--- src/rtl/bolt_pkg.sv ---
// Shared types and sizes for the bolt (projectile) scheduler.
package bolt_pkg;

    localparam int unsigned NUM_BOLTS = 4;
    localparam int unsigned BOLT_W    = 4;
    localparam int unsigned BOLT_H    = 16;
    localparam int unsigned COORD_W   = 11;
    localparam int unsigned IDX_W     = 2;

    typedef enum logic {
        PLAYER = 1'b0,
        ALIEN  = 1'b1
    } bolt_type_e;

    typedef enum logic [1:0] {
        IDLE  = 2'd0,
        MOVE  = 2'd1,
        ALLOC = 2'd2
    } bolt_state_e;

    // Top-left position of a bolt being spawned
    typedef struct packed {
        logic [COORD_W-1:0] x;
        logic [COORD_W-1:0] y;
    } bolt_pos_t;

endpackage

--- src/rtl/bolt_scheduler_if.sv ---
// Fire requests, collision kills and per-slot bolt outputs of the scheduler.
interface bolt_scheduler_if;
    import bolt_pkg::*;

    logic                              startOfFrame;
    logic                              playerFire;
    logic [COORD_W-1:0]                playerX;
    logic [COORD_W-1:0]                playerY;
    logic                              alienFire;
    logic [COORD_W-1:0]                alienX;
    logic [COORD_W-1:0]                alienY;
    logic [NUM_BOLTS-1:0]              hitClear;
    logic [NUM_BOLTS-1:0][COORD_W-1:0] boltTLX;
    logic [NUM_BOLTS-1:0][COORD_W-1:0] boltTLY;
    logic [NUM_BOLTS-1:0]              boltActive;
    logic [NUM_BOLTS-1:0]              boltType;
    logic                              playerAck;
    logic                              alienAck;
    logic                              busy;

    // Game side: frame timing, cannons, collision logic
    modport master (
        output startOfFrame, playerFire, playerX, playerY,
        output alienFire, alienX, alienY, hitClear,
        input  boltTLX, boltTLY, boltActive, boltType,
        input  playerAck, alienAck, busy
    );

    // Scheduler side
    modport slave (
        input  startOfFrame, playerFire, playerX, playerY,
        input  alienFire, alienX, alienY, hitClear,
        output boltTLX, boltTLY, boltActive, boltType,
        output playerAck, alienAck, busy
    );

endinterface

--- src/rtl/bolt_slot_alloc.sv ---
// Lowest-free-slot finder over the slot mask (combinational).
module bolt_slot_alloc
    import bolt_pkg::*;
(
    input  logic [NUM_BOLTS-1:0] free_i,
    output logic [IDX_W-1:0]     idx_c_o,
    output logic                 found_c_o
);

    // Scan from the top so the lowest free index is the last one written
    always_comb begin
        idx_c_o   = '0;
        found_c_o = 1'b0;
        for (int i = NUM_BOLTS - 1; i >= 0; i--) begin
            if (free_i[i]) begin
                idx_c_o   = IDX_W'(i);
                found_c_o = 1'b1;
            end
        end
    end

endmodule

--- src/rtl/bolt_scheduler.sv ---
// Projectile slot pool: queues fire requests, moves live bolts once per frame,
// retires off-screen or hit bolts, and allocates slots to new shots.
// Optional build macro BOLT_MULTI_PLAYER_EN lets the player hold up to
// NUM_BOLTS-1 bolts at once (one slot stays reserved for aliens).
module bolt_scheduler #(
    parameter int unsigned NUM_BOLTS     = 4,
    parameter int unsigned PLAYER_SPEED  = 8,
    parameter int unsigned ALIEN_SPEED   = 4,
    parameter int unsigned SCREEN_BOTTOM = 479,
    parameter int unsigned BOLT_H        = 16
) (
    input logic             clk,
    input logic             resetN,
    bolt_scheduler_if.slave bus
);
    import bolt_pkg::*;

    // One extra bit so vertical compares cannot wrap
    localparam int unsigned Y_W = COORD_W + 1;
    localparam logic [Y_W-1:0] P_SPD   = Y_W'(PLAYER_SPEED);
    localparam logic [Y_W-1:0] A_SPD   = Y_W'(ALIEN_SPEED);
    localparam logic [Y_W-1:0] BH_Y    = Y_W'(BOLT_H);
    localparam logic [Y_W-1:0] A_LIMIT = Y_W'(SCREEN_BOTTOM - BOLT_H + 1);

    bolt_state_e                       state_q, state_d;
    logic [IDX_W-1:0]                  idx_q, idx_d;
    logic [NUM_BOLTS-1:0][COORD_W-1:0] tlx_q, tlx_d;
    logic [NUM_BOLTS-1:0][COORD_W-1:0] tly_q, tly_d;
    logic [NUM_BOLTS-1:0]              active_q, active_d;
    logic [NUM_BOLTS-1:0]              type_q, type_d;
    logic                              pend_p_q, pend_p_d;
    logic                              pend_a_q, pend_a_d;
    logic                              p_ack_q, p_ack_d;
    logic                              a_ack_q, a_ack_d;
    logic                              busy_q, busy_d;

    logic [NUM_BOLTS-1:0] free0, free1;
    logic [IDX_W-1:0]     p_idx, a_idx;
    logic                 p_found, a_found;
    logic                 player_ok;
    logic                 p_grant, a_grant;
    logic [Y_W-1:0]       cur_y;
    bolt_pos_t            p_spawn, a_spawn;

    // Slots being killed this cycle are not offered for allocation
    assign free0 = ~active_q & ~bus.hitClear;

    bolt_slot_alloc u_alloc_player (
        .free_i    (free0),
        .idx_c_o   (p_idx),
        .found_c_o (p_found)
    );

`ifdef BOLT_MULTI_PLAYER_EN
    localparam int unsigned CNT_W = IDX_W + 1;
    logic [CNT_W-1:0] p_live_cnt;

    // Count live player bolts; the last slot is kept for aliens
    always_comb begin
        p_live_cnt = '0;
        for (int i = 0; i < NUM_BOLTS; i++) begin
            p_live_cnt = p_live_cnt + CNT_W'(active_q[i] & ~type_q[i]);
        end
    end
    assign player_ok = (p_live_cnt < CNT_W'(NUM_BOLTS - 1));
`else
    // Classic rule: only one player bolt on screen
    assign player_ok = ~|(active_q & ~type_q);
`endif

    assign p_grant = (state_q == ALLOC) && pend_p_q && p_found && player_ok;
    assign free1   = p_grant ? (free0 & ~(NUM_BOLTS'(1) << p_idx)) : free0;

    bolt_slot_alloc u_alloc_alien (
        .free_i    (free1),
        .idx_c_o   (a_idx),
        .found_c_o (a_found)
    );

    assign a_grant = (state_q == ALLOC) && pend_a_q && a_found;

    // Spawn positions: player bolt sits above the cannon, alien bolt below
    always_comb begin
        p_spawn.x = bus.playerX;
        p_spawn.y = ({1'b0, bus.playerY} < BH_Y) ? '0
                                                : COORD_W'({1'b0, bus.playerY} - BH_Y);
        a_spawn.x = bus.alienX;
        a_spawn.y = bus.alienY + COORD_W'(BOLT_H);
    end

    // Next-state: frame FSM, per-slot move/retire, allocation, kill override
    always_comb begin
        state_d  = state_q;
        idx_d    = idx_q;
        tlx_d    = tlx_q;
        tly_d    = tly_q;
        active_d = active_q;
        type_d   = type_q;
        pend_p_d = pend_p_q | bus.playerFire;
        pend_a_d = pend_a_q | bus.alienFire;
        p_ack_d  = 1'b0;
        a_ack_d  = 1'b0;
        cur_y    = {1'b0, tly_q[idx_q]};

        case (state_q)
            IDLE: begin
                if (bus.startOfFrame) begin
                    state_d = MOVE;
                    idx_d   = '0;
                end
            end
            MOVE: begin
                if (active_q[idx_q]) begin
                    if (type_q[idx_q] == PLAYER) begin
                        if (cur_y < P_SPD) begin
                            active_d[idx_q] = 1'b0;
                        end else begin
                            tly_d[idx_q] = COORD_W'(cur_y - P_SPD);
                        end
                    end else begin
                        if ((cur_y + A_SPD) > A_LIMIT) begin
                            active_d[idx_q] = 1'b0;
                        end else begin
                            tly_d[idx_q] = COORD_W'(cur_y + A_SPD);
                        end
                    end
                end
                if (idx_q == IDX_W'(NUM_BOLTS - 1)) begin
                    state_d = ALLOC;
                end else begin
                    idx_d = idx_q + IDX_W'(1);
                end
            end
            ALLOC: begin
                if (p_grant) begin
                    active_d[p_idx] = 1'b1;
                    type_d[p_idx]   = PLAYER;
                    tlx_d[p_idx]    = p_spawn.x;
                    tly_d[p_idx]    = p_spawn.y;
                    pend_p_d        = 1'b0;
                    p_ack_d         = 1'b1;
                end
                if (a_grant) begin
                    active_d[a_idx] = 1'b1;
                    type_d[a_idx]   = ALIEN;
                    tlx_d[a_idx]    = a_spawn.x;
                    tly_d[a_idx]    = a_spawn.y;
                    pend_a_d        = 1'b0;
                    a_ack_d         = 1'b1;
                end
                state_d = IDLE;
            end
            default: state_d = IDLE;
        endcase

        // A collision kill beats any move in the same cycle
        for (int i = 0; i < NUM_BOLTS; i++) begin
            if (bus.hitClear[i]) begin
                active_d[i] = 1'b0;
                tlx_d[i]    = tlx_q[i];
                tly_d[i]    = tly_q[i];
                type_d[i]   = type_q[i];
            end
        end

        busy_d = (state_d != IDLE);
    end

    // State and output registers
    always_ff @(posedge clk or negedge resetN) begin
        if (!resetN) begin
            state_q  <= IDLE;
            idx_q    <= '0;
            tlx_q    <= '0;
            tly_q    <= '0;
            active_q <= '0;
            type_q   <= '0;
            pend_p_q <= 1'b0;
            pend_a_q <= 1'b0;
            p_ack_q  <= 1'b0;
            a_ack_q  <= 1'b0;
            busy_q   <= 1'b0;
        end else begin
            state_q  <= state_d;
            idx_q    <= idx_d;
            tlx_q    <= tlx_d;
            tly_q    <= tly_d;
            active_q <= active_d;
            type_q   <= type_d;
            pend_p_q <= pend_p_d;
            pend_a_q <= pend_a_d;
            p_ack_q  <= p_ack_d;
            a_ack_q  <= a_ack_d;
            busy_q   <= busy_d;
        end
    end

    assign bus.boltTLX    = tlx_q;
    assign bus.boltTLY    = tly_q;
    assign bus.boltActive = active_q;
    assign bus.boltType   = type_q;
    assign bus.playerAck  = p_ack_q;
    assign bus.alienAck   = a_ack_q;
    assign bus.busy       = busy_q;

endmodule

--- src/flat_wrapper.sv ---
// flat-port wrapper written by rule: the top's interface ports become plain ports
module bolt_scheduler_flat import bolt_pkg::*;
#(
    parameter int unsigned NUM_BOLTS     = 4,
    parameter int unsigned PLAYER_SPEED  = 8,
    parameter int unsigned ALIEN_SPEED   = 4,
    parameter int unsigned SCREEN_BOTTOM = 479,
    parameter int unsigned BOLT_H        = 16
)
  (clk, resetN, bus_startOfFrame, bus_playerFire, bus_playerX, bus_playerY, bus_alienFire, bus_alienX, bus_alienY, bus_hitClear, bus_boltTLX, bus_boltTLY, bus_boltActive, bus_boltType, bus_playerAck, bus_alienAck, bus_busy);
  bolt_scheduler_if bus_i ();
  input logic clk;
  input logic resetN;
  input wire logic [$bits(bus_i.startOfFrame)-1:0] bus_startOfFrame;
  input wire logic [$bits(bus_i.playerFire)-1:0] bus_playerFire;
  input wire logic [$bits(bus_i.playerX)-1:0] bus_playerX;
  input wire logic [$bits(bus_i.playerY)-1:0] bus_playerY;
  input wire logic [$bits(bus_i.alienFire)-1:0] bus_alienFire;
  input wire logic [$bits(bus_i.alienX)-1:0] bus_alienX;
  input wire logic [$bits(bus_i.alienY)-1:0] bus_alienY;
  input wire logic [$bits(bus_i.hitClear)-1:0] bus_hitClear;
  output wire logic [$bits(bus_i.boltTLX)-1:0] bus_boltTLX;
  output wire logic [$bits(bus_i.boltTLY)-1:0] bus_boltTLY;
  output wire logic [$bits(bus_i.boltActive)-1:0] bus_boltActive;
  output wire logic [$bits(bus_i.boltType)-1:0] bus_boltType;
  output wire logic [$bits(bus_i.playerAck)-1:0] bus_playerAck;
  output wire logic [$bits(bus_i.alienAck)-1:0] bus_alienAck;
  output wire logic [$bits(bus_i.busy)-1:0] bus_busy;
  assign bus_i.startOfFrame = bus_startOfFrame;
  assign bus_i.playerFire = bus_playerFire;
  assign bus_i.playerX = bus_playerX;
  assign bus_i.playerY = bus_playerY;
  assign bus_i.alienFire = bus_alienFire;
  assign bus_i.alienX = bus_alienX;
  assign bus_i.alienY = bus_alienY;
  assign bus_i.hitClear = bus_hitClear;
  assign bus_boltTLX = bus_i.boltTLX;
  assign bus_boltTLY = bus_i.boltTLY;
  assign bus_boltActive = bus_i.boltActive;
  assign bus_boltType = bus_i.boltType;
  assign bus_playerAck = bus_i.playerAck;
  assign bus_alienAck = bus_i.alienAck;
  assign bus_busy = bus_i.busy;
  bolt_scheduler #(.NUM_BOLTS(NUM_BOLTS), .PLAYER_SPEED(PLAYER_SPEED), .ALIEN_SPEED(ALIEN_SPEED), .SCREEN_BOTTOM(SCREEN_BOTTOM), .BOLT_H(BOLT_H)) u_core (.clk(clk), .resetN(resetN), .bus(bus_i));
endmodule
--- config.mk ---
export PLATFORM = sky130hd
export DESIGN_NAME = bolt_scheduler_flat
export DESIGN_NICKNAME = d
export VERILOG_FILES = /design/src/rtl/bolt_pkg.sv /design/src/rtl/bolt_scheduler_if.sv /design/src/rtl/bolt_slot_alloc.sv /design/src/rtl/bolt_scheduler.sv /design/src/flat_wrapper.sv
export SDC_FILE = /design/constraint.sdc
export NUM_CORES = 1
export LEC_CHECK = 0
export BUFFER_PORTS_ARGS = -buffer_cell sky130_fd_sc_hd__buf_2
export CORE_MARGIN = 2
export CORE_UTILIZATION = 50
export CTS_CLUSTER_SIZE = 40
export DETAILED_ROUTE_END_ITERATION = 16
export GPL_TIMING_DRIVEN = 0
export PLACE_DENSITY = 0.74
export SYNTH_ARGS = -nofsm -noshare
export SYNTH_HDL_FRONTEND = slang
export SYNTH_SLANG_ARGS = --single-unit
--- constraint.sdc ---
create_clock -name clk -period 5.3 [get_ports clk]
set_input_delay 0 -clock clk [delete_from_list [all_inputs] [get_ports clk]]
set_output_delay 0 -clock clk [all_outputs]
set_load 0.05 [all_outputs]
# [After elaboration in Yosys (flattened, before gate mapping)]
# Cells that the tools add are included.
[totals] wordCells=191 output_inout_bits=99 register_bits=105 input_bits=53
[op_classes] reduce_logical=31 mux=82 n_shift=1 n_lt_le_gt_ge=9 eq_ne=20 addsub=5 bitwise=20
[ops] cell="44-bit two-way mux" n=10
[ops] cell="44-bit bitwise mux" n=6
[ops] cell="44-bit one-hot mux with 2 select lines" n=1
[ops] cell="11-bit demux with 2-bit select" n=3
[ops] cell="11-bit two-way mux" n=5
[ops] cell="4-bit two-way mux" n=11
[ops] cell="1-bit two-way mux" n=25
[ops] cell="2-bit two-way mux" n=12
[ops] cell="4-bit NOT" n=6
[ops] cell="11-bit binary-select mux with 2-bit select" n=1
[ops] cell="4-bit bitwise AND" n=5
[ops] cell="5-bit AND reduction" n=4
[ops] cell="4-bit by 2-bit != test with 1-bit output (second input constant)" n=4
[ops] cell="4-bit != test (second input constant)" n=4
[ops] cell="4-bit AND reduction" n=4
[ops] cell="3-bit by 2-bit != test with 1-bit output (second input constant)" n=5
[ops] cell="11-bit by 3-bit adder with 12-bit output (second input constant)" n=1
[ops] cell="12-bit by 9-bit greater-than comparator with 1-bit output (second input constant)" n=1
[ops] cell="4-bit OR" n=3
[ops] cell="3-bit nonzero test" n=4
[ops] cell="11-bit by 5-bit adder with 11-bit output (second input constant)" n=1
[ops] cell="11-bit by 4-bit < comparator with 1-bit output (second input constant)" n=1
[ops] cell="11-bit by 5-bit < comparator with 1-bit output (second input constant)" n=1
[ops] cell="11-bit by 4-bit subtractor with 11-bit output (second input constant)" n=1
[ops] cell="23 further kinds" n=49

# [Logic depth before layout (Yosys ltp)]
# Gate-level depths: netlist of the first run.
[depth] word_depth=22 ltp_mapped=15 mapped_depth_nobuf=12

# [Hierarchy]
# Synthesis of the first run repeated with hierarchy kept, for this count alone.
[hier_totals] hier_cells=846 area_unflattened_um2=7359.6
[by_module_without_submodules] mod="bolt_scheduler" cells_per_inst=832 n_inst=1 seq_area_each_um2=2627.5 area_per_inst_um2=7289.5
[by_module_without_submodules] mod="bolt_slot_alloc" cells_per_inst=7 n_inst=2 seq_area_each_um2=0.0 area_per_inst_um2=35.0

# [Worst setup path before layout of the first run]
# Ideal clock, no wire load.
[synth_path] path_kind="register to register" start="register u_core.idx_q[1]" end="register u_core.tly_q, in the netlist u_core.bus.boltTLY[22]" t_required_ns=5.173 setup_time_ns=0.127 t_arrival_ns=3.296 stages_incl_launch_ff=15 period_less_slack_ns=3.423 setup_slack_ns=1.877 path_buffers=3 cell_sequence="dfrtp_1 buf_2 buf_1 mux2i_1 nand2_1 nand2_1 inv_1 ha_1 xnor2_1 or4b_1 a31o_2 a31oi_4 nor4b_2 buf_6 mux2_1"
[synth_between] elab_chain_cells=9 word_cells_on_any_way=26 classes_between="add/sub (2); order compare (4); eq/ne (3); mux (15); reduce/logical (2)"
[synth_rtl] item="from (decl)" line_no="bolt_scheduler.sv:26" source="logic [IDX_W-1:0] idx_q, idx_d;"
[synth_rtl] item="from (signal assigned)" line_no="bolt_scheduler.sv:185" source="idx_q <= idx_d;"
[synth_rtl] item="branches (longest 9 deep; another with 11-bit by 3-bit adder with 12-bit output)"
[synth_rtl] item="to (signal assigned)" line_no="bolt_scheduler.sv:187" source="tly_q <= tly_d;"
[synth_rtl] item="to (decl)" line_no="bolt_scheduler.sv:28" source="logic [NUM_BOLTS-1:0][COORD_W-1:0] tly_q, tly_d;"
# Parallel ways; which one is timed is not known. The select of a mux whose other input is x is not followed.
# A chain may end at the register's enable or synchronous reset.

# [Final worst setup path of the first run]
[layout_path] start="register u_core.state_q[0]" end="register u_core.tlx_q, in the netlist u_core.bus.boltTLX[26]"
[layout_between] elab_chain_cells=15 word_cells_on_any_way=25 classes_between="order compare (2); eq/ne (1); mux (15); reduce/logical (7)"
[layout_rtl] item="from (decl)" line_no="bolt_scheduler.sv:25" source="bolt_state_e state_q, state_d;"
[layout_rtl] item="from (signal assigned)" line_no="bolt_scheduler.sv:184" source="state_q <= state_d;"
[layout_rtl] item="2-bit == test *" line_no="bolt_scheduler.sv:71, bolt_scheduler.sv:80, bolt_scheduler.sv:105"
[layout_rtl] item="1-bit logical AND (3 in series)" line_no="bolt_scheduler.sv:71" source="assign p_grant = (state_q == ALLOC) && pend_p_q && p_found && player_ok;"
[layout_rtl] item="4-bit two-way mux" line_no="bolt_scheduler.sv:72" source="assign free1 = p_grant ? (free0 & ~(NUM_BOLTS'(1) << p_idx)) : free0;"
[layout_rtl] item="2-bit two-way mux (4 in series)" line_no="bolt_slot_alloc.sv:15" source="if (free_i[i]) begin"
[layout_rtl] item="2-bit by 3-bit < comparator with 1-bit output (not written as such) / 2-bit by 1-bit greater-or-equal comparator with 1-bit output (equally long branches)" line_no="bolt_scheduler.sv:146" source="tlx_d[a_idx] = a_spawn.x;"
[layout_rtl] item="1-bit logical AND (not written as such)" line_no="bolt_scheduler.sv:146"
[layout_rtl] item="11-bit two-way mux (not written as such)" line_no="bolt_scheduler.sv:146"
[layout_rtl] item="11-bit demux with 2-bit select"
[layout_rtl] item="44-bit bitwise mux" line_no="bolt_scheduler.sv:146"
[layout_rtl] item="44-bit two-way mux" line_no="bolt_scheduler.sv:143" source="if (a_grant) begin"
[layout_rtl] item="to (signal assigned)" line_no="bolt_scheduler.sv:186" source="tlx_q <= tlx_d;"
[layout_rtl] item="to (decl)" line_no="bolt_scheduler.sv:27" source="logic [NUM_BOLTS-1:0][COORD_W-1:0] tlx_q, tlx_d;"
# Every way passes the cells marked *; elsewhere a longest branch is shown, timed or not. The select of a mux whose other input is x is not followed.

==> results of run 1 <==
cell usage after synthesis (12+ instances only):
cell                       instances  area (um2)
sky130_fd_sc_hd__nor2_1          136         510
sky130_fd_sc_hd__dfrtp_1         105        2630
sky130_fd_sc_hd__nand2_1          86         323
sky130_fd_sc_hd__o22ai_1          58         363
sky130_fd_sc_hd__clkbuf_1         39         146
sky130_fd_sc_hd__mux2_1           39         439
sky130_fd_sc_hd__o21ai_0          39         195
sky130_fd_sc_hd__mux2i_1          33         330
sky130_fd_sc_hd__a21oi_1          24         120
sky130_fd_sc_hd__inv_1            17        63.8
sky130_fd_sc_hd__o211ai_1         14         105
sky130_fd_sc_hd__ha_1             13         163
sky130_fd_sc_hd__nand3_1          13        65.1
sky130_fd_sc_hd__mux4_2           12         270
power by group through the flow:
| stage | registers [W] | logic (W) | clock network [W] |
|---|---|---|---|
| 2_1_floorplan | 0.00227 | 0.00123 | 0 |
| 3_3_place_gp | 0.00133 | 0.00293 | 0 |
| 3_5_place_dp | 0.00133 | 0.00297 | 0 |
| 4_1_cts | 0.00132 | 0.00299 | 0.000752 |
| 5_1_grt | 0.00137 | 0.00322 | 0.000786 |
| 6_report | 0.00134 | 0.00305 | 0.000750 |
metal layers:
layer / vias to the layer above / track usage (%) / wire [um]
li1: 3197 / - / -
met1: 3486 / 46.4 / 9790
met2: 473 / 52.4 / 11600
met3: 97 / 7.52 / 2500
met4: 0 / 17.2 / 1020
met5: - / 0 / 0
tightest hold or removal path, stage by stage:
cell	delay, ps
sky130_fd_sc_hd__buf_2	110
sky130_fd_sc_hd__mux2i_1	70
sky130_fd_sc_hd__o21ai_0	150
sky130_fd_sc_hd__mux2_1	130
kinds of logic (layout without fill, tap and decap cells):
group | count (synthesis) | after routing | share of synthesized area (%)
AO/OA/AOI/OAI | 174 | 174 | 16.5
XOR/XNOR | 16 | 16 | 2.05
adder cells (fa/ha/maj) | 13 | 13 | 2.37
buffers and inverters | 72 | 280 | 4.57
flip-flops | 105 | 105 | 38.4
multiplexers | 92 | 92 | 16.5
other | 0 | 1 | 0
AND/OR/NAND/NOR | 301 | 301 | 19.7
per-stage QoR:
stage,utilization [%],setup WS (ps)
final,64.7,658
after global routing,64.7,559
after CTS,64.7,872
after detailed placement,59.1,1160
after global placement,58.8,1130
after floorplan,-,1880
state kept, by name, indices dropped and copies added, names as in the netlist:
signal / cells
u_core.bus.boltType: 4
u_core.pend_a_q: 1
u_core.bus.boltTLY: 44
u_core.bus.boltTLX: 44
u_core.bus.alienAck: 1
u_core.bus.playerAck: 1
u_core.bus.boltActive: 4
u_core.bus.busy: 1
u_core.pend_p_q: 1
u_core.state_q: 2
u_core.idx_q: 2
worst paths after layout:
check / startpoint / endpoint / slack, ps / depth (start not counted)
setup / recovery: u_core.state_q[0] / u_core.bus.boltTLX[26] / 660 / 12
hold / removal: bus_alienY[1] / u_core.bus.boltTLY[23] / 120 / 4
setup reg to reg: u_core.state_q[0] / u_core.bus.boltTLX[26] / 660 / 12
hold reg to reg: u_core.bus.boltTLX[21] / u_core.bus.boltTLX[21] / 500 / 2
max in group asynchronous: resetN / u_core.bus.boltTLY[4] / 4380 / 3
min in group asynchronous: resetN / u_core.bus.boltTLX[19] / 200 / 2
cell type report:
| class | instances | area, um2 | share of cell area [%] |
|---|---|---|---|
| diodes | 1 | 2.50 | 0.0291 |
| plain buffers | 54 | 245 | 2.85 |
| clock buffers | 9 | 225 | 2.62 |
| clock inverters | 7 | 103 | 1.19 |
| inverters | 18 | 67.6 | 0.786 |
| multi-input cells | 596 | 3920 | 45.5 |
| flip-flops and latches | 105 | 2630 | 30.6 |
| well taps | 176 | 220 | 2.56 |
| repair buffers | 192 | 1190 | 13.9 |
timing repair:
| action | CTS | global route |
|---|---|---|
| endpoints found under the setup margin | 0 | 0 |
| gates resized for setup | 0 | 0 |
| hold endpoints to repair | 104 | 0 |
| hold buffers | 41 | 0 |
==> metrics list, run 1 <==
* Status: finished, violations left
- Failing checks: max-capacitance violations, max-slew violations
* Post-route ant nets: 0
- Cell area after synthesis: 6850 um2
* Power density of the placed cells: 597 nW/um2
- Post-route total power: 0.00513 W
- Startpoint kind of the worst setup timing path: flip-flop
- For this configuration, the core starts out at a cell density of 51.5%.
- Max_slew headroom: -0.222%
* Total gr overflow: 0
- Proportion of synthesized chip area in sequential cells: 38.4%
- Final sum of negative setup slack: 0 ps
* RePlAce Congestion: 0.972
- The worst hold path belongs to the class in -> reg.
* Most common library cell in the layout ignoring fill and taps: sky130_fd_sc_hd__buf_2
- Global routing used 34.4% of the available tracks across all layers.
- Number of standard cells after synthesis: 773
* Worst EP arrival: 4950 ps
- From bottom edge to top edge, the die measures 121 um.
- Routed wire per std cell: 21.5 um
- Insertion delay to the later sink of the worst-skew pair: 380 ps
- The synthesized netlist contains 54 unique library cells.
- Number of rows created at floorplan: 42
- After detailed placement, the total cell area comes to 7860 um2.
- Final worst path period need: 4640 ps
- Yosys mapped a number of flops with a built-in enable equal to 0.
- Most frequent cell on the critical path: sky130_fd_sc_hd__clkbuf_1
- Die area: 14,700 um2
- Dividing the detail-routed via count by the number of cells gives 6.26.
- Total Nets Final: 1,042
* Clock slew at the register clock pins of the worst setup and hold paths: 90 ps
- Post-Layout Inst Area: 8600 um2
- Count of max-cap constraint violations: 1
- The clock drives 105 sinks.
* Antenna violations before repair: 0
- The share of total power dissipated in combinational logic is 59.3%.
- Buffer count from post-CTS setup fixing: 0
* Core area: 13,300 um2
- Cell internal power was estimated by the tool at 0.00235 W.
- Number of fillers in the final layout: 1,136
- For the pin with the worst max-slew slack, the measured transition is 1500 ps.
- The clock network is responsible for 14.6% of the overall power.
* Maximum number of pins on one net before global-route repair: 54
- Per report_power, the sequential group accounts for 26.0% of the total.
* Cell type group with the largest total delay on the critical path: buffers and inverters
- Dpl hpwl: 17,100 um
- Port buffering added 150 buffers.
- Layout cell share with drive strength beyond 1: 21.3%
- Compared with the post-synthesis result, the final layout area differs by 25.5%.
- Clock tree synthesis inserted a total of 9 buffers.
- After detailed routing, the number of remaining DRC violations is 0.
* Longest individual stage delay on the worst path: 1080 ps
* Wire length of the first global-routing pass: 38,400 um
- Via count of the first global-routing pass: 6,989
- Post-Syn Area per Cell: 8.86 um2
- The tightest hold path in the finished design has a slack of 122 ps.
- After detailed placement, the design holds a cell count of 1,100.
* Total routed wirelength: 24,900 um
* Cell at the root of the clock tree: sky130_fd_sc_hd__clkbuf_16
* Final setup violation count: 0
- Crit path capture type: flip-flop
* Flip-flop and latch count after synthesis: 105
* Hold Vio Cnt, Final: 0
* Critical setup path kind: reg -> reg
* Fraction of power spent switching nets: 54.3%
* Synth Flop Type: sky130_fd_sc_hd__dfrtp_1
- Setup repair after global routing left no endpoint under its margin.
- Counting flops with an async set or reset pin after synthesis yields a share of 100%.
- Counting both buffers and inverters, the worst setup path holds a total of 5.
- The number of nets in the synthesized netlist is 839.
- 152 I/O pins were placed.
- Peak fanout along the critical path: 10
- Switching power: 0.00279 W
* Total number of vias: 7,253
* First-pass iteration count of the detailed router: 6
* Yosys warnings: 0
- The critical path goes through inv_1, ha_1, o211a_1, clkbuf_1, nand4_1, nor3_1, a31oi_1, clkbuf_1, clkbuf_1, o22ai_1, dlygate4sd3_1, nor2_1.
- The finished layout holds 1,158 standard cells, fillers aside.
* Max Freq: 215 MHz
* Required time at the worst-slack endpoint: 5610 ps
- The final max-slew violation count is 1.
* P_leak: 4.18 nW
* Detailed router's first-iteration violation count: 768
* Final worst-path cycle share: 87.6%
- The largest individual stage delay along the critical path comes from the cell sky130_fd_sc_hd__a31oi_1.
* Most frequent cells in the layout: 153 x sky130_fd_sc_hd__buf_2, 136 x sky130_fd_sc_hd__nor2_1, 105 x sky130_fd_sc_hd__dfrtp_1
* Worst clock skew: 17.0 ps
- TritonCTS built the clock tree.
- Measured along the x axis, the die boundary spans 121 um.
- VDD sags by at most 425 uV.
- The clock tree synthesis step divided the H-tree into 3 levels.
- Maximum buffer depth of the clock tree: 2
No activity file was read; power rests on OpenSTA's default activity.
==> inputs of run 2 (changes only) <==
--- a/config.mk
+++ b/config.mk
@@ -5,13 +5,14 @@
 export SDC_FILE = /design/constraint.sdc
 export NUM_CORES = 1
 export LEC_CHECK = 0
+export ABC_AREA = 1
 export BUFFER_PORTS_ARGS = -buffer_cell sky130_fd_sc_hd__buf_2
 export CORE_MARGIN = 2
 export CORE_UTILIZATION = 50
 export CTS_CLUSTER_SIZE = 40
 export DETAILED_ROUTE_END_ITERATION = 16
 export GPL_TIMING_DRIVEN = 0
-export PLACE_DENSITY = 0.74
+export PLACE_DENSITY = 0.76
 export SYNTH_ARGS = -nofsm -noshare
 export SYNTH_HDL_FRONTEND = slang
 export SYNTH_SLANG_ARGS = --single-unit
==> constraint.sdc (replaced) <==
create_clock -name clk -period 3.7 [get_ports clk]
set_input_delay 0 -clock clk [delete_from_list [all_inputs] [get_ports clk]]
set_output_delay 0 -clock clk [all_outputs]
set_load 0.05 [all_outputs]
==> run 2 against run 1 <==
  * The run now ends clean
  * Flip-flop and latch count unchanged
  * Power increased by 64%
  * Critical path type unchanged
  * Global-route usage increased by 4.0 points
  * Largest cell class unchanged
  * Clock power increased by 36%
  * Critical endpoint is now u_core.bus.boltTLY[40]
==> metrics list, run 2 <==
- Status: finished clean
* Die area: 17,600 um2 (+20%)
- The number of remaining DRC errors is 0 (unchanged).
- The number of rows created at floorplan is 47 (+12%).
- The number of clock sinks seen by CTS was 105 (unchanged).
* Worst r2r path cells: 17 (+5)
* Library cell with the largest summed area after synthesis: sky130_fd_sc_hd__dfrtp_1
- The net count of the mapped netlist is 1,358 (+62%).
- Total routed wirelength: 34,100 um (+37%)
- Number of fillers in the final layout: 1,611 (+42%)
- Worst EP arrival: 3770 ps (-1180 ps)
- Cells taking the most area after synthesis: sky130_fd_sc_hd__dfrtp_1 32%, sky130_fd_sc_hd__nand2_1 18%, sky130_fd_sc_hd__o21ai_0 12%, sky130_fd_sc_hd__nand3_1 7.3%, sky130_fd_sc_hd__inv_1 4.2%
* Layout cell share with drive strength beyond 1: 16.4% (-4.9 points)
- Wire length of the first global-routing pass: 52,200 um (+36%)
* Critical setup path kind: reg -> reg
- The average detailed-routed wire length per instance is 20.1 um (-6.4%).
- The final critical delay including setup and external delays was 3470 ps (-1170 ps).
- RePlAce Congestion: 1.05 (+8.3%)
- Hold WC Path Type: in -> reg
- The quantity of I/O buffers inserted on ports came to 149 (-0.67%).
* Number of clock buffers inserted by TritonCTS: 9 (unchanged)
- By instance count, the leading cell after synthesis is sky130_fd_sc_hd__nand2_1.
- Area growth syn-to-layout: 18.1%
- Buffer count from post-CTS setup fixing: 0 (unchanged)
- The number of instances in the synthesized netlist came to 1,292 (+67%).
- The leakage dissipation came to 5.18 nW (+24%).
* Cell count of the worst hold path: 4 (unchanged)
- The DRC marker count from the first detailed-route iteration came to 1,366 (+78%).
- Total number of vias: 10,200 (+40%)
- The library cell used most frequently in the layout, excluding fill and tap cells, is sky130_fd_sc_hd__nand2_1.
* GRT Resource Usage Total: 38.4% (+4.0 points)
- The number of global-route vias before repair is 9,233 (+32%).
* Hold slack final: 35.6 ps (-86.3 ps)
- The final-report hold violation count came to 0 (unchanged).
- Count of max-cap constraint violations: 0 (-1)
- The core region area is 16,400 um2 (+23%).
- The cell area after synthesis was 8300 um2 (+21%).
- Count of flip-flops with a built-in enable after synthesis: 0 (unchanged)
* Commonest cells in the synthesized netlist: 407 x sky130_fd_sc_hd__nand2_1, 192 x sky130_fd_sc_hd__o21ai_0, 121 x sky130_fd_sc_hd__nand3_1, 105 x sky130_fd_sc_hd__dfrtp_1, 92 x sky130_fd_sc_hd__inv_1
* Reg2Reg Setup Slack: 230 ps (-430 ps)
- Detailed-route vias per instance: 6.00 (-4.1%)
* Max_slew headroom: 10.3% (+11 points)
- Insertion delay to the later sink of the worst-skew pair: 370 ps (about the same)
* Final sum of negative setup slack: 0 ps (unchanged)
- The initial antenna violation count is 1 (+1).
* Unique cell type count in the Yosys netlist: 41 (-24%)
- Count of pins over their slew limit: 0 (-1)
- First-pass iteration count of the detailed router: 6 (unchanged)
- The maximum count of clock buffers along a single path was 2 (unchanged).
- The area fraction of the dominant cell type after synthesis was 31.7% (-6.7 points).
- RSZ-0062 raised after global routing: no
* Post-route ant nets: 0 (unchanged)
- Flip-flop and latch count after synthesis: 105 (unchanged)
- The number of warnings issued by yosys is 0 (unchanged).
- Proportion of synthesized chip area in sequential cells: 31.7% (-6.7 points)
- STA classifies the critical path endpoint as a flip-flop.
- The worst clock skew on the final layout came to 10.5 ps (-6.47 ps).
- Post-Syn Area per Cell: 6.42 um2 (-28%)
- Height of the die: 133 um (+9.7%)
- The number of levels in the clock H-tree came to 3 (unchanged).
- The number of setup violations in the final report came to 0 (unchanged).
* Worst ir drop on vdd: 550 uV (+29%)
- TritonCTS built the clock tree.
* Number of inserted diodes: 0 (-1)
- The maximum number of pins on one net before global-route repair is 69 (+28%).
- Worst-Margin Slew: 1330 ps (-165 ps)
* Peak fanout along the critical path: 11 (+1)
- The final layout net count is 1,534 (+47%).
- The data required time at the worst endpoint was 4000 ps (-1610 ps).
* Most frequent cells in the layout: 407 x sky130_fd_sc_hd__nand2_1, 192 x sky130_fd_sc_hd__o21ai_0, 173 x sky130_fd_sc_hd__buf_2
- Power density of the placed cells: 858 nW/um2 (+44%)
- Starting utilization of the core area: 50.6% (-0.95 points)
- Max Freq: 288 MHz (+34%)
- The HPWL reported at the end of detailed placement came to 25,800 um (+51%).
- Boundary Pins: 152 (unchanged)
- Post-synth ARST share: 100% (unchanged)
- The final period utilization came to 93.8% (+6.2 points).
- Final core occ: 59.7% (-5.0 points)
* Startpoint kind of the worst setup timing path: flip-flop
* Chip Width: 133 um (+9.7%)
- The most used flip-flop cell after synthesis is sky130_fd_sc_hd__dfrtp_1.
- The tree is rooted in a sky130_fd_sc_hd__clkbuf_16.
- The clock slew at the register clock pins of the worst setup and hold paths came to 80 ps (about the same).
- The overall overflow remaining after global route was 0 (unchanged).
run 2: cell types whose count changed after synthesis, sizes merged, moves of 32 or more:
| cell | previous run | this run |
|---|---|---|
| mux2i | 33 | 0 |
| mux2 | 47 | 0 |
| o22ai | 58 | 1 |
| a21oi | 24 | 56 |
| o21ai | 39 | 204 |
| nand3 | 13 | 131 |
| nand2 | 86 | 421 |
| inv | 17 | 96 |
| nor2 | 136 | 78 |
run 2: what timing repair did:
action / 4_1_cts / 5_1_grt
hold buffers: 15 / 0
gates resized for setup: 0 / 0
hold endpoints to repair: 57 / 0
run 2: power breakdown:
part	internal, W	switching (W)	total, W
Clock	0.000498	0.000517	0.00102
Combinational	0.00138	0.00401	0.00539
Sequential	0.00150	0.000496	0.00200
run 2: cell families after synthesis:
| group | after synthesis | share of synthesized area, % |
|---|---|---|
| AND/OR/NAND/NOR | 668 | 34.8 |
| AO/OA/AOI/OAI | 316 | 20.9 |
| buffers and inverters | 180 | 9.65 |
| flip-flops | 105 | 31.7 |
| adder cells (fa/ha/maj) | 13 | 1.96 |
| XOR/XNOR | 10 | 1.06 |
run 2: per-layer routing:
layer	global-route usage, %	share of wire (%)	vias up
met4	16.7	4.8	2
met2	57.9	43	684
met1	52.8	40	4677
met5	0	0.026	-
li1	-	-	4663
met3	8.97	12	139
run 2: area by class of cell:
class / count / area (um2) / area share, %
flip-flops and latches: 105 / 2630 / 26.8
plain buffers: 83 / 429 / 4.38
repair buffers: 165 / 926 / 9.45
inverters: 97 / 372 / 3.79
clock inverters: 5 / 56.3 / 0.575
well taps: 220 / 275 / 2.81
clock buffers: 11 / 243 / 2.48
multi-input cells: 1007 / 4870 / 49.7
run 2: final timing paths:
path / start / end
max: u_core.idx_q[0] / u_core.bus.boltTLY[40]
min: bus_hitClear[1] / u_core.bus.boltTLY[21]
max reg2reg: u_core.idx_q[0] / u_core.bus.boltTLY[40]
min reg2reg: u_core.bus.boltTLX[8] / u_core.bus.boltTLX[8]
max in group asynchronous: resetN / u_core.bus.boltTLY[0]
min in group asynchronous: resetN / u_core.bus.boltTLX[7]
run 2: per-stage QoR:
step	worst slack, ps	instances	power [W]	instance area, um2
2_1_floorplan	1070	1292	0.00559	8300
3_3_place_gp	414	1661	0.00715	9320
3_5_place_dp	411	1662	0.00720	9350
4_1_cts	374	1693	0.00822	9800
5_1_grt	114	1693	0.00884	9800
6_report	229	1693	0.00841	9800
run 2: critical path, stage by stage, from the launching register on:
cell                       delay, ps
sky130_fd_sc_hd__dfrtp_1         420
sky130_fd_sc_hd__buf_6           170
sky130_fd_sc_hd__inv_8            90
sky130_fd_sc_hd__buf_8           130
sky130_fd_sc_hd__buf_2           250
sky130_fd_sc_hd__nand2_1          80
sky130_fd_sc_hd__o211ai_1        130
sky130_fd_sc_hd__nand2_1         210
sky130_fd_sc_hd__inv_1           180
sky130_fd_sc_hd__ha_1            210
sky130_fd_sc_hd__nand3_1         160
sky130_fd_sc_hd__nor2_1          220
sky130_fd_sc_hd__nor2_1           60
sky130_fd_sc_hd__a22oi_1         740
sky130_fd_sc_hd__nand2_1         100
sky130_fd_sc_hd__nand2_1         110
sky130_fd_sc_hd__nand3_1          90
sky130_fd_sc_hd__nand2_1          70
==> inputs of run 3 (changes only) <==
--- a/config.mk
+++ b/config.mk
@@ -12,6 +12,7 @@
 export CTS_CLUSTER_SIZE = 40
 export DETAILED_ROUTE_END_ITERATION = 16
 export GPL_TIMING_DRIVEN = 0
+export MAX_ROUTING_LAYER = met4
 export PLACE_DENSITY = 0.76
 export SYNTH_ARGS = -nofsm -noshare
 export SYNTH_HDL_FRONTEND = slang
==> constraint.sdc (replaced) <==
create_clock -name clk -period 3.7 [get_ports clk]
set_input_delay 0.185 -clock clk [delete_from_list [all_inputs] [get_ports clk]]
set_output_delay 0.185 -clock clk [all_outputs]
set_load 0.05 [all_outputs]
==> run 3 against run 2 <==
  * Utilization is 0.68 points lower
  * Routed wire length is 3.2% higher
  * Setup slack better by 43 ps
  * Register-to-register slack better by 40 ps
  * Cell area is 1.1% lower
  * Cell count is 0.83% lower
  * Clock power is 7% higher
  * Die area stayed put
  * Fmax is 1.2% higher
  * Largest power group unchanged
  * Highest routed layer is now met4
==> metrics list, run 3 (same netlist as run 2, synthesis figures left out) <==
- The final critical delay including setup and external delays came to 3430 ps (-42.6 ps).
* Cell at the root of the clock tree: sky130_fd_sc_hd__clkbuf_16
* Placement Setup Slack: 266 ps (-145 ps)
- Total Nets Final: 1,519 (-0.98%)
- The flow ran to the end, and the final reports show no timing, DRC or antenna violations.
- Most frequent cells in the layout: 407 x sky130_fd_sc_hd__nand2_1, 192 x sky130_fd_sc_hd__o21ai_0, 172 x sky130_fd_sc_hd__buf_2
- Worst-Margin Slew: 1390 ps (+54.8 ps)
- Chip Width: 133 um (unchanged)
- The number of setup violations in the final report was 0 (unchanged).
* Required time at the worst-slack endpoint: 3950 ps (-50 ps)
- Metal1 wirelength: 14,400 um (+5.4%)
- Count of max-cap constraint violations: 0 (unchanged)
- The leakage dissipation is 5.14 nW (-0.93%).
- Most common library cell in the layout ignoring fill and taps: sky130_fd_sc_hd__nand2_1
- The insertion delay to the later sink of the worst-skew pair came to 370 ps (about the same).
* Buffer count from post-CTS setup fixing: 0 (unchanged)
- The critical path goes through buf_4, inv_2, buf_2, o211ai_1, nand2_1, ha_1, nand3_2, nor2_1, nand2_1, nand2_1, nand3_2, nor2_4, nand2_2, nand2_1, nand3_1, buf_2, nand2_1, nand2_1.
- The fraction of layout cells with a size suffix above 1 came to 16.7% (+0.24 points).
* Detail Route met2 WL: 15,400 um (+4.6%)
* Height of the die: 133 um (unchanged)
* Top routing layer in use: met4
- The number of clock sinks seen by CTS is 105 (unchanged).
* Maximum buffer depth of the clock tree: 2 (unchanged)
- The summed negative setup slack over all endpoints came to 0 ps (unchanged).
- The overall overflow remaining after global route was 0 (unchanged).
- The number of rows created at floorplan was 47 (unchanged).
* Hold Vio Cnt, Final: 0 (unchanged)
* Via count of the first global-routing pass: 8,873 (-3.9%)
- The worst setup path is captured at a flip-flop.
- Max_slew headroom: 6.63% (-3.7 points)
- The critical path's largest stage delay came to 450 ps (-290 ps).
- Peak fanout along the critical path: 11 (unchanged)
* Clock slew at the register clock pins of the worst setup and hold paths: 90 ps (about the same)
- Maximum number of pins on one net before global-route repair: 69 (unchanged)
* Total routed wirelength: 35,200 um (+3.2%)
- The ratio of total power to cell area was 886 nW/um2 (+3.2%).
- The final period utilization was 92.7% (-1.2 points).
- Die area: 17,600 um2 (unchanged)
- The weighted congestion at the end of routability-driven global placement is 1.05 (-0.31%).
- The minimum setup slack in the final design came to 271 ps (+42.6 ps).
- The count of vias placed by the detailed router came to 10,100 (-0.62%).
- The DRC marker count from the first detailed-route iteration is 1,341 (-1.8%).
* GRT Resource Usage Total: 40.7% (+2.3 points)
- The top achievable clock speed is 292 MHz (+1.2%).
- Worst ir drop on vdd: 539 uV (-2.0%)
* First-pass iteration count of the detailed router: 9 (+3)
* Startpoint kind of the worst setup timing path: flip-flop
- The area growth from synthesis to layout is 16.7%.
- The number of remaining DRC errors was 0 (unchanged).
- Count of input and output buffers: 149 (unchanged)
- The wire length of the first global-routing pass is 52,800 um (+1.2%).
- Among the stages of the critical path, the cell type that occurs most often is sky130_fd_sc_hd__nand2_1.
- The detailed-routed wire length on met3 is 4160 um (+2.2%).
- Cell with the largest stage delay on the worst path: sky130_fd_sc_hd__dfrtp_1
* Worst EP arrival: 3680 ps (-90 ps)
- Clock tree from TritonCTS: built
- The initial antenna violation count was 1 (unchanged).
- Non-filler instance count after layout: 1,679 (-0.83%)
* Detailed-route vias per instance: 6.02 (+0.21%)
- The worst clock skew on the final layout is 13.1 ps (+2.55 ps).
* Starting utilization of the core area: 50.6% (unchanged)
- Dpl hpwl: 26,500 um (+2.7%)
- Count of pins over their slew limit: 0 (unchanged)
* Post-route ant nets: 0 (unchanged)
* Number of levels the H-tree was split into: 3 (unchanged)
* Routed wire per std cell: 21.0 um (+4.0%)
- The number of cells in the design after placement is 1,662 (unchanged).
* Critical setup path kind: reg -> reg
- Core area: 16,400 um2 (unchanged)
- The number of I/O pins was 152 (unchanged).
- The worst hold path belongs to the class in -> reg.
- The number of CTS-inserted buffers is 9 (unchanged).
- RSZ-0062 raised after global routing: no
==> run 3: changes by cell type in the layout (fill, tap and decap cells not counted), sizes merged <==
| cell | delta |
|---|---|
| diode | +1 |
| clkinv | +1 |
| bufinv | +1 |
| dlygate4sd3 | -14 |
| buf | -1 |
| clkbuf | -2 |
==> run 3: power breakdown <==
part	total (W)	switching (W)	leakage (nW)	internal (W)
sequential	0.00198	0.000479	1.40	0.00150
clock	0.00109	0.000534	0.160	0.000553
combinational	0.00551	0.00413	3.57	0.00138
total	0.00858	0.00514	5.14	0.00344
==> run 3: per-layer routing <==
layer	track usage, %	up-vias
met5	-	-
met4	13.3	0
met3	8.28	92
met2	59.3	701
met1	56.8	4669
li1	-	4640
==> run 3: area by class of cell <==
cell class | instances | area (um2)
inverters | 97 | 372
multi-input cells | 1007 | 4870
clock inverters | 7 | 100
diodes | 1 | 2.50
fillers | 1641 | 6720
flip-flops and latches | 105 | 2630
plain buffers | 82 | 424
clock buffers | 9 | 225
well taps | 220 | 275
repair buffers | 151 | 786
==> run 3: metrics by stage <==
| step | total power [W] | util, % | area [um2] | hold WS [ps] |
|---|---|---|---|---|
| 2_1_floorplan | 0.00559 | - | 8300 | -111 |
| 3_3_place_gp | 0.00728 | 56.8 | 9320 | 403 |
| 3_5_place_dp | 0.00730 | 57.0 | 9350 | 207 |
| 4_1_cts | 0.00839 | 59.0 | 9680 | 16.4 |
| 5_1_grt | 0.00900 | 59.0 | 9690 | 36.5 |
| 6_report | 0.00858 | 59.0 | 9690 | 18.1 |
==> run 3: worst paths after layout <==
path / startpoint / endpoint / slack [ps] / cells past startpoint
max in group asynchronous: resetN / u_core.bus.boltTLY[34] / 2570 / 3
max reg2reg: u_core.idx_q[1] / u_core.bus.boltTLY[30] / 270 / 18
min reg2reg: u_core.bus.boltTLX[7] / u_core.bus.boltTLX[7] / 540 / 2
max: u_core.idx_q[1] / u_core.bus.boltTLY[30] / 270 / 18
min in group asynchronous: resetN / u_core.bus.boltTLX[6] / 350 / 2
min: bus_startOfFrame / u_core.state_q[1] / 20 / 2
==> run 3: repair_timing <==
action,in CTS,in global routing
hold buffers,1,0
gates resized for setup,0,1
endpoints found under the setup margin,0,11
hold endpoints to repair,37,0
==> run 3: critical path, delay by kind of cell, from the launching register on <==
kind / cells / cell delay [ps]
adders and majority gates: 1 / 240
AOI/OAI and AO/OA: 1 / 140
buffers and inverters: 4 / 860
and+or+nand+nor: 12 / 1600
DFF: 1 / 450
